`src/rtl/nes_pkg.sv`:
```
// Shared NES system definitions: CPU-visible register addresses and the
// sprite DMA state encoding.
package nes_pkg;

    localparam logic [15:0] APU_OAMDMA  = 16'h4014;
    localparam logic [15:0] PPU_OAMDATA = 16'h2004;

    typedef enum logic [2:0] {IDLE, REQ, HALT, ALIGN, READ, WRITE} dma_state_t;

endpackage

```
`src/rtl/oam_dma.sv`:
```
// Sprite DMA: a CPU write to the trigger register copies one page of CPU memory
// into PPU OAMDATA through alternating read/write cycles on the shared bus.
module oam_dma
    import nes_pkg::*;
#(
    parameter logic [15:0] TRIG_ADDR = APU_OAMDMA,
    parameter logic [15:0] DEST_ADDR = PPU_OAMDATA,
    parameter int unsigned LEN       = 256
) (
    input  logic        clk,
    input  logic        n_reset,
    input  logic [15:0] snoop_addr,
    input  logic [7:0]  snoop_data,
    input  logic        snoop_we,
    input  logic [7:0]  rd_data,
    output logic        req,
    input  logic        grant,
    output logic [15:0] dma_addr,
    output logic [7:0]  dma_wdata,
    output logic        dma_rw,
    output logic        dma_oe,
    output logic        busy,
    output logic        done
);

    localparam logic [7:0] LAST_IDX = 8'(LEN - 1);

    dma_state_t state, state_next;
    logic [7:0] page;
    logic [7:0] idx;
    logic       parity;
    logic       trigger;
    logic       on_bus;
    logic       last_write;

    assign trigger    = (state == IDLE) && snoop_we && (snoop_addr == TRIG_ADDR);
    assign on_bus     = grant && ((state == READ) || (state == WRITE));
    assign last_write = grant && (state == WRITE) && (idx == LAST_IDX);

    always_ff @(posedge clk or negedge n_reset) begin
        if (!n_reset) begin
            state <= IDLE;
        end else begin
            state <= state_next;
        end
    end

    // Every state past REQ freezes while the arbiter withholds the bus.
    always_comb begin
        state_next = state;
        req        = 1'b0;
        busy       = 1'b0;
        dma_oe     = 1'b0;
        dma_rw     = 1'b1;
        dma_addr   = '0;

        case (state)
            IDLE:  if (trigger) state_next = REQ;
            REQ:   if (grant) state_next = HALT;
            HALT:  if (grant) state_next = parity ? ALIGN : READ;
            ALIGN: if (grant) state_next = READ;
            READ:  if (grant) state_next = WRITE;
            WRITE: if (grant) state_next = (idx == LAST_IDX) ? IDLE : READ;
            default: state_next = IDLE;
        endcase

        if (state != IDLE) begin
            req  = 1'b1;
            busy = 1'b1;
        end

        if (on_bus) begin
            dma_oe = 1'b1;
            if (state == READ) begin
                dma_addr = {page, idx};
            end else begin
                dma_rw   = 1'b0;
                dma_addr = DEST_ADDR;
            end
        end
    end

    always_ff @(posedge clk or negedge n_reset) begin
        if (!n_reset) begin
            page      <= '0;
            idx       <= '0;
            dma_wdata <= '0;
            parity    <= 1'b0;
            done      <= 1'b0;
        end else begin
            parity <= ~parity;
            done   <= last_write;
            if (trigger) begin
                page <= snoop_data;
                idx  <= '0;
            end
            if (grant && (state == READ)) begin
                dma_wdata <= rd_data;
            end
            if (grant && (state == WRITE) && (idx != LAST_IDX)) begin
                idx <= idx + 8'd1;
            end
        end
    end

endmodule
```
`config.mk`:
```
export PLATFORM = sky130hd
export DESIGN_NAME = oam_dma
export DESIGN_NICKNAME = d
export VERILOG_FILES = /design/src/rtl/nes_pkg.sv /design/src/rtl/oam_dma.sv
export SDC_FILE = /design/constraint.sdc
export NUM_CORES = 1
export LEC_CHECK = 0
export CORE_ASPECT_RATIO = 0.8
export CORE_UTILIZATION = 35
export CTS_CLUSTER_SIZE = 24
export DETAILED_ROUTE_END_ITERATION = 8
export DONT_BUFFER_PORTS = 1
export PLACE_DENSITY = 0.58
export SLEW_MARGIN = 20
export SYNTH_ARGS = -nofsm -noshare
export SYNTH_HDL_FRONTEND = slang
export SYNTH_SLANG_ARGS = --single-unit
export TNS_END_PERCENT = 50
```
`constraint.sdc`:
```
create_clock -name clk -period 1.9 [get_ports clk]
set_input_delay 0.285 -clock clk [delete_from_list [all_inputs] [get_ports clk]]
set_output_delay 0.285 -clock clk [all_outputs]
set_load 0.02 [all_outputs]
```
==> metrics.md <==
| Metric | Value |
|---|---|
| Area occupied by multi-input gates | `779 sq um` |
| Post-synth EDFFs | `0` |
| Clock Path Buffers | `2` |
| Port bufs | `0` |
| Setup Crit Path Kind | `flop to output port` |
| Yosys warning total | `0` |
| Gate count after technology mapping | `137` |
| Hpwl dp | `2470 um` |
| CP max FO | `8` |
| Die Y | `61.1 um` |
| Post-route clock skew | `0.00560 ns` |
| Ys flop type | `dfrtp_1` |
| Type of the worst min-delay path | `primary input to flop` |
| Status | `complete, no violations` |
| Period utilization | `96.0%` |
| Fraction of registers with async set/reset | `between 90% and 100%` |
| Die Wd | `between 70 and 80 um` |
| Max VDD drop | `between 0.4 and 0.5 mV` |
| Row count | `21` |
| TritonCTS Sinks | `29` |
| CP endpoint kind | `output port` |
| Critical Path Start Type | `flop` |
| Most frequent cells in the layout | `dfrtp_1, buf_4, and2_4, mux2_2` |
| Top-area cell type share of the netlist area | `a little under half` |
| Crit path arrival time | `1.54 ns` |
| Mean routed wirelength per cell | `15.3 um` |
| Final Power | `2.37 mW` |
| Initial DRC count | `between 40 and 50` |
| Cell variety after synth | `43` |
| Flops & latches, synth | `29` |
| Vias per cell | `5.13` |
| RSZ-0062 raised after global routing | `no` |
| Number of antenna violations at the first check in global routing | `0` |
| GP Congestion | `roughly 0.84` |
| Final Max Slew Viols | `0` |
| Final WL | `3420 um` |
| Fill cell count | `388` |
| Layout cell share with drive strength beyond 1 | `a little over two fifths` |
| Core box area | `0.00418 sq mm` |
| Nets | `202` |
| LEAKAGE | `about 0.93 nW` |
| Die outline area | `0.00464 sq mm` |
| Synth area leader | `dfrtp_1` |
| Mapped Area | `about 0.0015 sq mm` |
| Number of diodes | `0` |
| First-pass GRT wire length | `5030 um` |
| Clock-pin slew on the worst setup and hold paths | `~0.060 ns` |
| Htree depth | `2` |
| Root buffer cell | `clkbuf_8` |
| I/O Pins | `65` |
| Vias in the first global route | `1,036` |
| Fin cells | `223` |
| Synth Area per Inst | `approximately 11 sq um` |
| Fmax | `548 MHz` |
| Power density over cell area | `~1200 mW/mm^2` |
| Synth top area cells | `dfrtp_1, mux2_4, mux2_2` |
| Grt total ovfl | `0` |
| Max_slew headroom | `72.3%` |
| Finish-stage setup viols | `0` |
| GRT Util Overall | `14.7%` |
| Final hold violation count | `0` |
| Sequential Area | `726 sq um` |
| Vias | `1,144` |
| Min Hold Slack | `0.150 ns` |
| WP data required | `1.62 ns` |
| Pin count of the biggest net entering global routing | `30` |
| Most common cell after layout, fill and taps aside | `dfrtp_1` |
| Clock Latency Late Sink | `0.28 ns` |
| Minimum clock period | `1.82 ns` |
| Starting Density | `36.6%` |
| CTS tree | `yes` |
| Register area share after synthesis | `47.4%` |
| Max_cap viols | `0` |
| Synth Net Count | `174` |
| First-pass iteration count of the detailed router | `4` |
| Tightest Pin Transition | `0.413 ns` |
| Layout area overhead | `28.0%` |
| Setup TNS | `0 ns` |
| Routed Antenna Nets | `0` |
| Placed cells | `202` |
| Detailed-route DRC error count | `0` |
| CTS buffer count | `5` |
[cells by family after synthesis]
| logic type | share of synthesized area [%] |
|---|---|
| buffers and inverters | 4.50 |
| adder cells (fa/ha/maj) | 0.818 |
| XOR/XNOR | 0.572 |
| AO/OA/AOI/OAI | 12.1 |
| multiplexers | 14.1 |
| flip-flops | 47.4 |
| AND/OR/NAND/NOR | 20.4 |
[synth_stat cells, drive strengths merged, types with 3 or more instances]
cell type  instances
a21oi              8
and2              12
buf                4
clkbuf             3
dfrtp             29
inv                5
mux2              16
nand2              6
nand2b             3
nand3              3
nor2              10
o21ai              8
[registers in the layout (all words and copies together) (netlist names)]
signal / cells
dma_wdata: 8
done: 1
idx: 8
page: 8
parity: 1
state: 3
[through the flow]
stage	utilization, %	setup slack (ns)	area [sq um]
global placement	40.1	0.121	1680
finish	46.9	0.0767	1960
floorplan	-	0.0935	1530
CTS	43.8	0.0175	1830
detailed placement	40.1	0.0749	1680
global route	46.9	0.0106	1960
[final cells by class]
type / instances / share of cell area (%)
Sequential cell: 29 / 37.0
Multi-Input combinational cell: 96 / 39.8
Inverter: 5 / 0.958
Clock buffer: 7 / 4.92
Tap cell: 57 / 3.64
Timing Repair Buffer: 28 / 13.4
Clock inverter: 1 / 0.255
[final timing paths]
kind | startpoint | to | slack, ns | cells past startpoint
max in group asynchronous | n_reset | dma_wdata[4] | 1.30 | 2
hold reg to reg | parity | parity | 0.45 | 1
hold / removal | snoop_data[0] | page[0] | 0.15 | 1
min in group asynchronous | n_reset | state[0] | 0.43 | 2
setup reg to reg | state[2] | page[4] | 0.14 | 5
setup / recovery | state[1] | dma_addr[11] | 0.08 | 6
[worst max-delay path, stage by stage, from the launching register on]
cell and delay (ns):
dfrtp_1 0.39, buf_6 0.14, nor2b_4 0.12, nand2_2 0.09, nor2_4 0.17, clkbuf_16 0.18, and2_4 0.17
[power by group]
group	internal, mW	switching (mW)	total (mW)
combinational	0.433	0.394	0.827
sequential	0.772	0.222	0.994
clock	0.326	0.218	0.545
[layer usage]
layer / global-route usage [%] / vias up / part of all wire [%]
met5: 0 / - / 0
met4: 8.24 / 0 / 1.8
met3: 5.04 / 8 / 5.3
met2: 24.8 / 28 / 50
met1: 17.1 / 564 / 42
li1: - / 544 / -
[repair_timing]
| action | 4_1_cts | 5_1_grt |
|---|---|---|
| cloned | 0 | 1 |
| setup buffers | 0 | 10 |
| pin swaps | 0 | 3 |
| setup endpoints to repair | 13 | 17 |
| endpoints found under the hold margin | 29 | 0 |
| gates resized for setup | 14 | 14 |
| hold buffers | 2 | 0 |
Power figures use the tool's default switching activity.
